==> src/rtl/i2s_pkg.sv <==
// i2s_pkg: shared mode enum and default frame geometry for the I2S receive path
package i2s_pkg;
  typedef enum logic {I2S, TDM} i2s_mode_e;
  localparam int unsigned DEF_SLOT_BITS = 32;
  localparam int unsigned DEF_CHANNELS  = 2;
endpackage

==> src/rtl/i2s_mod_cntr.sv <==
// i2s_mod_cntr: modulo-N counter with clear and terminal-count flag
module i2s_mod_cntr #(
  parameter int unsigned RES     = 5,
  parameter int unsigned MODULUS = 32
) (
  input  logic           clk_i,
  input  logic           rst_i,
  input  logic           clr_i,
  input  logic           en_i,
  output logic [RES-1:0] cnt_o,
  output logic           last_o
);
  localparam logic [RES-1:0] LAST = RES'(MODULUS - 1);
  logic [RES-1:0] cnt_q, cnt_d;
  assign cnt_o  = cnt_q;
  assign last_o = cnt_q == LAST;
  // clear beats enable; the terminal count wraps explicitly so non-power-of-two moduli work
  always_comb cnt_d = clr_i ? '0 : !en_i ? cnt_q : last_o ? '0 : cnt_q + 1'b1;
  // count register
  always_ff @(posedge clk_i)
    if (rst_i) cnt_q <= '0;
    else       cnt_q <= cnt_d;
endmodule

==> src/rtl/i2s_frame_cntr.sv <==
// i2s_frame_cntr: bit/slot/frame position counter with word-select and frame strobe
module i2s_frame_cntr
  import i2s_pkg::*;
#(
  parameter int unsigned BIT_RES   = 5,
  parameter int unsigned SLOT_BITS = DEF_SLOT_BITS,
  parameter int unsigned CHANNELS  = DEF_CHANNELS,
  parameter int unsigned SLOT_RES  = 1,
  parameter int unsigned FRAME_RES = 16,
  parameter i2s_mode_e   MODE      = I2S
) (
  input  logic                 clk_i,
  input  logic                 rst_i,
  input  logic                 en_i,
  input  logic                 clr_i,
  output logic [BIT_RES-1:0]   bit_cnt_o,
  output logic [SLOT_RES-1:0]  slot_cnt_o,
  output logic [FRAME_RES-1:0] frame_cnt_o,
  output logic                 bit_last_o,
  output logic                 frame_last_o,
  output logic                 frame_stb_o,
  output logic                 ws_o
);
  if (SLOT_BITS < 2 || SLOT_BITS > 2 ** BIT_RES) begin : g_bad_bits
    $error("SLOT_BITS out of range for BIT_RES");
  end
  if (CHANNELS < 1 || CHANNELS > 2 ** SLOT_RES) begin : g_bad_slots
    $error("CHANNELS out of range for SLOT_RES");
  end
  if (MODE == I2S && CHANNELS % 2 != 0) begin : g_bad_i2s
    $error("I2S mode needs an even channel count");
  end
  logic                 slot_last, wrap, ws_i2s;
  logic [FRAME_RES-1:0] frame_q, frame_d;
  logic                 stb_q;
  i2s_mod_cntr #(.RES(BIT_RES), .MODULUS(SLOT_BITS)) u_bit (
    .clk_i(clk_i), .rst_i(rst_i), .clr_i(clr_i), .en_i(en_i),
    .cnt_o(bit_cnt_o), .last_o(bit_last_o)
  );
  i2s_mod_cntr #(.RES(SLOT_RES), .MODULUS(CHANNELS)) u_slot (
    .clk_i(clk_i), .rst_i(rst_i), .clr_i(clr_i), .en_i(en_i & bit_last_o),
    .cnt_o(slot_cnt_o), .last_o(slot_last)
  );
  assign frame_last_o = bit_last_o & slot_last;
  assign wrap         = en_i & frame_last_o & ~clr_i;
  assign frame_cnt_o  = frame_q;
  assign frame_stb_o  = stb_q;
  // word select reflects the slot parity one bit ahead; even channel counts make the wrap to slot 0 a parity flip too
  assign ws_i2s = bit_last_o ? (slot_last ? 1'b0 : ~slot_cnt_o[0]) : slot_cnt_o[0];
  assign ws_o   = (MODE == TDM) ? frame_last_o : ws_i2s;
  // frame counter advances on each frame wrap and is deliberately left to overflow
  always_comb frame_d = wrap ? frame_q + 1'b1 : frame_q;
  // frame count and strobe registers; clear keeps the frame count
  always_ff @(posedge clk_i)
    if (rst_i) begin
      frame_q <= '0;
      stb_q   <= 1'b0;
    end else begin
      frame_q <= frame_d;
      stb_q   <= wrap;
    end
endmodule

==> config.mk <==
export PLATFORM = sky130hd
export DESIGN_NAME = i2s_frame_cntr
export DESIGN_NICKNAME = d
export VERILOG_FILES = /design/src/rtl/i2s_pkg.sv /design/src/rtl/i2s_mod_cntr.sv /design/src/rtl/i2s_frame_cntr.sv
export SDC_FILE = /design/constraint.sdc
export NUM_CORES = 1
export LEC_CHECK = 0
export CORE_ASPECT_RATIO = 1.4
export CORE_UTILIZATION = 50
export DETAILED_ROUTE_END_ITERATION = 16
export PLACE_DENSITY = 0.8
export SKIP_LAST_GASP = 1
export SYNTH_ARGS = -nofsm -noshare
export SYNTH_HDL_FRONTEND = slang
export SYNTH_SLANG_ARGS = --single-unit
==> constraint.sdc <==
create_clock -name clk_i -period 4.5 [get_ports clk_i]
set_input_delay 0.9 -clock clk_i [delete_from_list [all_inputs] [get_ports clk_i]]
set_output_delay 0.9 -clock clk_i [all_outputs]
set_load 0.01 [all_outputs]
==> results of run 1 <==
[how the worst max path moves through the flow]
stage	start	slack, ns	endpoint	depth (start not counted)
global route	u_bit.cnt_o[0]	1.33	frame_last_o	5
global placement	en_i	1.65	frame_cnt_o[15]	5
floorplan	u_bit.cnt_o[0]	2.08	frame_cnt_o[15]	9
CTS	u_bit.cnt_o[0]	1.44	ws_o	5
finish	u_bit.cnt_o[0]	1.45	frame_last_o	5
detailed placement	en_i	1.60	frame_cnt_o[15]	5
[placed cells by master, fill, tap and decap left out]
cell type	instances
nor3b_2	1
and3_1	4
xor2_1	9
mux2i_1	4
a21oi_1	4
nand4_1	6
and4_1	1
or2_2	1
mux2_2	3
nor4bb_1	1
nor2b_1	3
and2_1	1
nor2_1	20
dfxtp_1	23
and4_4	1
and4b_1	1
clkbuf_4	3
clkdlybuf4s50_1	29
nand3_1	6
nor3b_1	1
xnor2_1	2
clkbuf_1	1
nand2_1	3
ha_1	4
or3_1	3
inv_1	2
o21ai_0	4
and3b_1	1
[power by group through the flow]
stage | sequential, W | clock, W | combinational, W
after floorplan | 0.000210 | 0 | 0.00000783
after global placement | 0.000209 | 0 | 0.0000118
after detailed placement | 0.000209 | 0 | 0.0000120
after CTS | 0.000205 | 0.0000968 | 0.0000120
after global routing | 0.000205 | 0.000102 | 0.0000134
final | 0.000205 | 0.0000905 | 0.0000119
[stage by stage]
stage	utilization [%]	setup WS, ns	hold slack [ns]
2_1_floorplan	-	2.08	0.515
3_5_place_dp	68.0	1.60	0.498
3_3_place_gp	68.0	1.65	0.493
5_1_grt	69.4	1.33	0.544
6_report	69.4	1.45	0.508
4_1_cts	69.4	1.44	0.517
[cell type report]
type | count | area [um2]
Sequential cell | 23 | 460
Multi-Input combinational cell | 84 | 558
Inverter | 2 | 7.51
Fill cell | 161 | 604
Clock buffer | 4 | 26.3
Timing Repair Buffer | 29 | 290
Tap cell | 21 | 26.3
[kinds of logic (layout without fill, tap and decap cells)]
kind of cell    after synthesis  after routing  synth area share (%)
mux                           7              7                  6.97
buf+inv                       7             35                  3.90
xor+xnor                     11             11                  9.09
fa+ha+maj                     4              4                  4.72
simple gates                 54             54                  28.1
flops                        23             23                  43.4
compound gates                8              8                  3.78
[per-layer routing]
metal	vias to the layer above	global-route usage, %	wire length, um
met5	-	0	0
met4	0	7.14	13
met3	2	2.37	78
met2	22	31.5	997
met1	401	21.6	861
li1	447	-	-
[flip-flops by register name (all words and copies together), names as in the netlist]
register / cells
frame_cnt_o: 16
frame_stb_o: 1
u_bit.cnt_o: 5
u_slot.cnt_o: 1
[worst max-delay path, stage by stage, from the launching register on]
cell and delay, ns:
dfxtp_1 0.42, ha_1 0.20, and3_1 0.16, ha_1 0.26, ha_1 0.26, clkdlybuf4s50_1 0.56
==> out/metrics.yaml, run 1 <==
outcome:
  status: "complete, no violations"
pwr:
  pwr-share-comb_pct: 3.9
  seqPwrFrac_pct: 66.7
  power_density_nw_per_um2: 224
  power_w: 0.000307
  leakage_nw: 0.520
  sw_frac_of_total_pct: 20.6
  clkPwrFrac_pct: 29.5
  p_int_w: 0.000244
  vdd_drop_max_mv: 0.171
  p_sw_w: 0.0000632
finish:
  final_area_um2: 1370
  diodes: 0
  finalNonFillerCells: 163
  nets: 151
  drive_gt1_share_pct: 6.34
  syn_to_final_growth_pct: 29.2
placement:
  dp_hpwl_mm: 1.49
  place_congestion: 0.815
  placed_cell_area_um2: 1340
  io_buffers: 29
  dp.cells: 159
routing:
  drt_wl_total_mm: 1.95
  drc: 0
  wire_per_inst_um: 12.0
  via_per_inst: 5.35
  antenna_left: 0
  vias: 872
  drt_iter0_markers: 10
  drt_pass1_iterations: 4
logic_synthesis:
  yosysWarnings: 0
  yosysTopAreaCellShare_pct: 43.4
  synth_fp_nets: 122
  synth_top_cell_by_area: "dfxtp_1"
  yosysUniqueCellTypes: 27
  synth-main-ff-cell: "dfxtp_1"
  synth_enable_flop_cells: 0
  synth_seq_cells: 23
  seq_area_frac_synth_pct: 43.4
  avgSynthCellArea_um2: 9.30
  synth_area_um2: 1060
  ys_top_cells_by_count: "dfxtp_1 (23), nor2_1 (20), xor2_1 (9)"
  synthArstFlopShare_pct: 0
  syn-instance-count: 114
  synthTopCellsByArea: "dfxtp_1 (43%), xor2_1 (7.4%), nor2_1 (7.1%), ha_1 (4.7%), mux2i_1 (3.8%)"
  synth_most_common_cell: "dfxtp_1"
worst_hold_path:
  whs_endpoint: "frame_cnt_o[14]"
  hold_path_class: "reg2reg"
  worstHoldStart: "frame_cnt_o[14]"
  hold_depth: 2
floorplanning:
  row_count: 19
  pin_count: 30
  start_util_pct: 53.7
  die_h_um: 56.5
  core-area_um2: 1970
  die-area_um2: 2310
  die_w_um: 40.9
cts:
  cts.sinks: 23
  cts_hold_buf: 0
  clkTransAtPathRegs_ns: 0.12
  clk_latency_ns: 0.30
  cts_resized: 0
  cts_made_buffers: 3
  cts_max_path_buffers: 2
  cts-root-buf: "clkbuf_4"
  cts_tree: "built"
  post-cts-setup-buffer-count: 0
  htreeDepth: 1
global_route:
  grt_max_degree: 21
  grt_use_total_pct: 18.5
  antenna_found_initial: 0
  grt_pass1_vias: 765
  grt_remaining_overflow: 0
  grt_pass1_wl_mm: 3.09
worst_setup_path:
  r2r_slack_ns: 1.94
  regToRegEndpoint: "frame_cnt_o[15]"
  arrival_ns: 2.15
  reg2reg_depth: 8
  crit_path_start_kind: "flip-flop"
  crit_type: "reg2out"
  required_ns: 3.60
  r2r-start: "u_bit.cnt_o[0]"
  critical_path.max_fanout: 6
  worstSetupEndpointType: "output port"
sta:
  period_needed_ns: 3.05
  finalSetupViolCount: 0
  final.setup.tns_ns: 0
  fmaxAchievable_ghz: 0.328
  final_max_slew_viol_count: 0
  hold_viol: 0
  tightest_slew_ns: 0.670
  finClkSkew_ns: 0.00400
  min_period_over_period_pct: 67.8
  rsz0062_at_grt: "no"
  relSlewSlack_pct: 55.2
flow_run:
  drv_cap: 0
No activity file was read; power rests on OpenSTA's default activity.
==> run 2: changes to the inputs <==
--- a/config.mk
+++ b/config.mk
@@ -6,9 +6,9 @@
 export NUM_CORES = 1
 export LEC_CHECK = 0
 export CORE_ASPECT_RATIO = 1.4
-export CORE_UTILIZATION = 50
+export CORE_UTILIZATION = 46
 export DETAILED_ROUTE_END_ITERATION = 16
-export PLACE_DENSITY = 0.8
+export PLACE_DENSITY = 0.74
 export SKIP_LAST_GASP = 1
 export SYNTH_ARGS = -nofsm -noshare
 export SYNTH_HDL_FRONTEND = slang
==> constraint.sdc (replaced) <==
create_clock -name clk_i -period 3.1 [get_ports clk_i]
set_input_delay 0.62 -clock clk_i [delete_from_list [all_inputs] [get_ports clk_i]]
set_output_delay 0.62 -clock clk_i [all_outputs]
set_load 0.01 [all_outputs]
==> run 2 against run 1 <==
- clock skew is 0.0016 ns lower
- die area rose by 8.3%
- combinational power rose by 55%
- critical endpoint is now ws_o
- clock power is 48% higher
- highest routed layer unchanged
==> out/metrics.yaml, run 2 (synthesized netlist as in run 1, its figures left out) <==
global_route:
  use_met1_pct: 22.4
  grtUsageMet3_pct: 3.37
  grt_max_degree: 21
  grt_remaining_overflow: 0
  grt_pass1_vias: 837
  antenna_found_initial: 0
  grt_pass1_wl_mm: 3.55
  grt_use_total_pct: 18.6
  grtUsageMet2_pct: 31.6
  busiest_layer: "met2"
cts:
  htreeDepth: 1
  cts_made_buffers: 3
  cts_tree: "built"
  cts_resized: 0
  post-cts-setup-buffer-count: 0
  cts_hold_buf: 0
  clkTransAtPathRegs_ns: 0.12
  cts-root-buf: "clkbuf_4"
  cts.sinks: 23
  cts_max_path_buffers: 2
  clk_latency_ns: 0.30
sta:
  tightest_slew_ns: 0.718
  relSlewSlack_pct: 52.0
  finalSetupViolCount: 0
  rsz0062_at_grt: "no"
  final_max_slew_viol_count: 0
  fin_ws_ns: 0.321
  final.setup.tns_ns: 0
  fmaxAchievable_ghz: 0.360
  finClkSkew_ns: 0.00242
  min_period_over_period_pct: 89.6
  hold_viol: 0
  period_needed_ns: 2.78
worst_hold_path:
  hold_path_class: "reg2reg"
routing:
  drt_pass1_iterations: 4
  antenna_left: 0
  drt_wl_total_mm: 2.09
  drc: 0
  wire_per_inst_um: 12.7
  vias: 893
  drt_iter0_markers: 12
  via_per_inst: 5.41
worst_setup_path:
  crit_type: "reg2out"
  crit_slowest_cell: "clkdlybuf4s50_1"
  crit_chain: "ha_1 -> and3_1 -> ha_1 -> ha_1 -> clkdlybuf4s50_1"
  max_stage_delay_ns: 0.53
  required_ns: 2.48
  crit_path_start_kind: "flip-flop"
  worstSetupEndpointType: "output port"
  arrival_ns: 2.16
  critPathMostFrequentCell: "ha_1"
  critical_path.max_fanout: 6
pwr:
  vdd_drop_max_mv: 0.285
  power_density_nw_per_um2: 327
  leakage_nw: 0.524
floorplanning:
  pin_count: 30
  die_h_um: 58.8
  row_count: 20
  core-area_um2: 2180
  die-area_um2: 2500
  start_util_pct: 48.7
  die_w_um: 42.6
placement:
  dp_hpwl_mm: 1.60
  place_congestion: 0.738
  dp_slack_ns: 0.578
  placed_cell_area_um2: 1350
  io_buffers: 29
finish:
  mostFrequentLayoutCells: "clkdlybuf4s50_1 (29), dfxtp_1 (23), nor2_1 (20), xor2_1 (9)"
  syn_to_final_growth_pct: 30.0
  largest_register_ffs: 16
  final_common_cell: "clkdlybuf4s50_1"
  diodes: 0
  nets: 152
  drive_gt1_share_pct: 6.99
  final_area_um2: 1380
flow_run:
  drv_cap: 0
outcome:
  status: "complete, no violations"
[run 2: power breakdown]
group	total, W	internal (W)	switching [W]
clock	0.000134	0.0000501	0.0000840
combinational	0.0000185	0.00000882	0.00000972
sequential	0.000297	0.000296	0.00000101
total	0.000450	0.000355	0.0000947
[run 2: final timing paths]
kind / slack [ns] / endpoint / startpoint / depth (start not counted)
hold reg to reg: 0.53 / frame_cnt_o[14] / frame_cnt_o[14] / 2
hold / removal: 0.53 / frame_cnt_o[14] / frame_cnt_o[14] / 2
setup / recovery: 0.32 / ws_o / u_bit.cnt_o[0] / 5
setup reg to reg: 0.59 / frame_cnt_o[15] / u_bit.cnt_o[0] / 8
[run 2: layout make-up]
cell class                 instances  area (um2)
sequential                        23         460
timing repair buffer              30         298
tap                               22        27.5
multi-input combinational         84         558
inverter                           2        7.51
clock buffer                       4        26.3
fill                             197         800
[run 2: metrics by stage]
step           hold WS [ns]  cells  total power (W)  util, %
3_5_place_dp          0.519    161         0.000322     62.1
4_1_cts               0.536    165         0.000458     63.3
5_1_grt               0.555    165         0.000470     63.3
6_report              0.528    165         0.000450     63.3
3_3_place_gp          0.489    161         0.000322     62.1
2_1_floorplan         0.515    114         0.000316        -
[run 2: layer usage]
layer  up-vias  routed length [um]
li1        453                   -
met1       404                 867
met2        30                1040
met3         6                 136
met4         0                  44
met5         -                   0
[run 2: critical path: cells and delay by family, from the launching register on]
family	cells	cell delay, ns
and+or+nand+nor	1	0.19
adders and majority gates	3	0.78
DFF	1	0.37
buffers and inverters	1	0.53
==> run 3: changes to the inputs <==
--- a/config.mk
+++ b/config.mk
@@ -6,9 +6,9 @@
 export NUM_CORES = 1
 export LEC_CHECK = 0
 export CORE_ASPECT_RATIO = 1.4
-export CORE_UTILIZATION = 46
+export CORE_UTILIZATION = 30
 export DETAILED_ROUTE_END_ITERATION = 16
-export PLACE_DENSITY = 0.74
+export PLACE_DENSITY = 0.52
 export SKIP_LAST_GASP = 1
 export SYNTH_ARGS = -nofsm -noshare
 export SYNTH_HDL_FRONTEND = slang
==> run 3 against run 2 <==
- design area rose by 3.5%
- register-to-register slack about the same
- non-clock buffer count rose by 1
- sequential power about the same
- worst hold slack worse by 0.016 ns
- routed wire length up 0.96%
- critical path depth did not move
- highest routed layer unchanged
==> out/metrics.yaml, run 3 (synthesized netlist as in run 1, its figures left out) <==
outcome:
  status: "complete, no violations"
sta:
  finClkSkew_ns: 0.00312
  fmaxAchievable_ghz: 0.370
  finalSetupViolCount: 0
  final.setup.tns_ns: 0
  rsz0062_at_grt: "no"
  hold_viol: 0
  min_period_over_period_pct: 87.2
  period_needed_ns: 2.70
  relSlewSlack_pct: 72.3
  final_max_slew_viol_count: 0
  tightest_slew_ns: 0.415
routing:
  drt_wl_total_mm: 2.11
  wire_per_inst_um: 11.5
  drt_iter0_markers: 12
  drc: 0
  drt_pass1_iterations: 4
  vias: 878
  via_per_inst: 4.77
  antenna_left: 0
floorplanning:
  die_w_um: 52.2
  core-area_um2: 3380
  pin_count: 30
  start_util_pct: 31.4
  die_h_um: 72.3
  row_count: 25
  die-area_um2: 3780
pwr:
  sw_frac_of_total_pct: 20.2
  power_density_nw_per_um2: 349
  pwr-share-comb_pct: 3.9
  clkPwrFrac_pct: 36.3
  p_int_w: 0.000397
  seqPwrFrac_pct: 59.7
  vdd_drop_max_mv: 0.207
  leakage_nw: 0.537
  p_sw_w: 0.000100
finish:
  drive_gt1_share_pct: 7.64
  final_util_pct: 42.2
  largest_register_ffs: 16
  syn_to_final_growth_pct: 34.6
  final_common_cell: "clkdlybuf4s50_1"
  mostFrequentLayoutCells: "clkdlybuf4s50_1 (29), dfxtp_1 (23), nor2_1 (20), xor2_1 (9)"
  fill_cells: 336
  nets: 153
  diodes: 0
global_route:
  grt_remaining_overflow: 0
  grt_use_total_pct: 12.7
  grt_pass1_vias: 847
  antenna_found_initial: 0
  grt_pass1_wl_mm: 3.69
  grt_max_degree: 13
cts:
  clkTransAtPathRegs_ns: 0.08
  cts_tree: "built"
  htreeDepth: 1
  clk_latency_ns: 0.26
  cts-root-buf: "clkbuf_8"
  cts_hold_buf: 0
  cts_resized: 0
  cts_max_path_buffers: 2
  post-cts-setup-buffer-count: 0
  cts.sinks: 23
  cts_made_buffers: 3
worst_setup_path:
  critical_path.max_fanout: 6
  crit_type: "reg2out"
  crit_path_start_kind: "flip-flop"
  required_ns: 2.48
  worstSetupEndpointType: "output port"
  arrival_ns: 2.08
placement:
  io_buffers: 29
  place_congestion: 0.711
  dp_hpwl_mm: 1.63
worst_hold_path:
  hold_path_class: "reg2reg"
flow_run:
  drv_cap: 0
## run 3: final cells by class
type	count	area [um2]	share of cell area, %
Multi-Input combinational cell	84	558	39.1
Sequential cell	23	460	32.3
Timing Repair Buffer	31	305	21.4
Tap cell	40	50.0	3.51
Clock buffer	4	45.0	3.16
Inverter	2	7.51	0.526
## run 3: worst paths after layout
| check | startpoint | endpoint | slack, ns | depth (start not counted) |
|---|---|---|---|---|
| max | u_bit.cnt_o[0] | ws_o | 0.40 | 5 |
| min | frame_cnt_o[14] | frame_cnt_o[14] | 0.51 | 2 |
| max reg2reg | u_bit.cnt_o[0] | frame_cnt_o[15] | 0.59 | 8 |
| min reg2reg | frame_cnt_o[14] | frame_cnt_o[14] | 0.51 | 2 |
## run 3: critical path, cell delays in order (launching register included)
cell	delay, ns
dfxtp_1	0.35
ha_1	0.23
and3_1	0.18
ha_1	0.23
ha_1	0.30
clkdlybuf4s50_1	0.53
## run 3: power groups by stage
stage               sequential, W  clock [W]  combinational, W
CTS                      0.000297   0.000190         0.0000199
finish                   0.000297   0.000181         0.0000196
global route             0.000297   0.000202         0.0000219
floorplan                0.000304          0         0.0000114
global placement         0.000304          0         0.0000198
detailed placement       0.000304          0         0.0000198
## run 3: through the flow
stage | power [W] | worst slack (ns) | cell area (um2) | hold WS, ns | instances
finish | 0.000497 | 0.397 | 1430 | 0.512 | 184
global route | 0.000521 | 0.278 | 1430 | 0.530 | 184
CTS | 0.000507 | 0.375 | 1430 | 0.514 | 184
detailed placement | 0.000324 | 0.557 | 1380 | 0.501 | 180
global placement | 0.000324 | 0.692 | 1380 | 0.503 | 180
floorplan | 0.000316 | 0.677 | 1060 | 0.515 | 114
## run 3: metal layers
metal | part of all wire [%] | track usage, %
met3 | 5.3 | 2.94
met4 | 0.81 | 5.26
met1 | 45 | 15.7
met2 | 49 | 20.9
met5 | 0 | 0
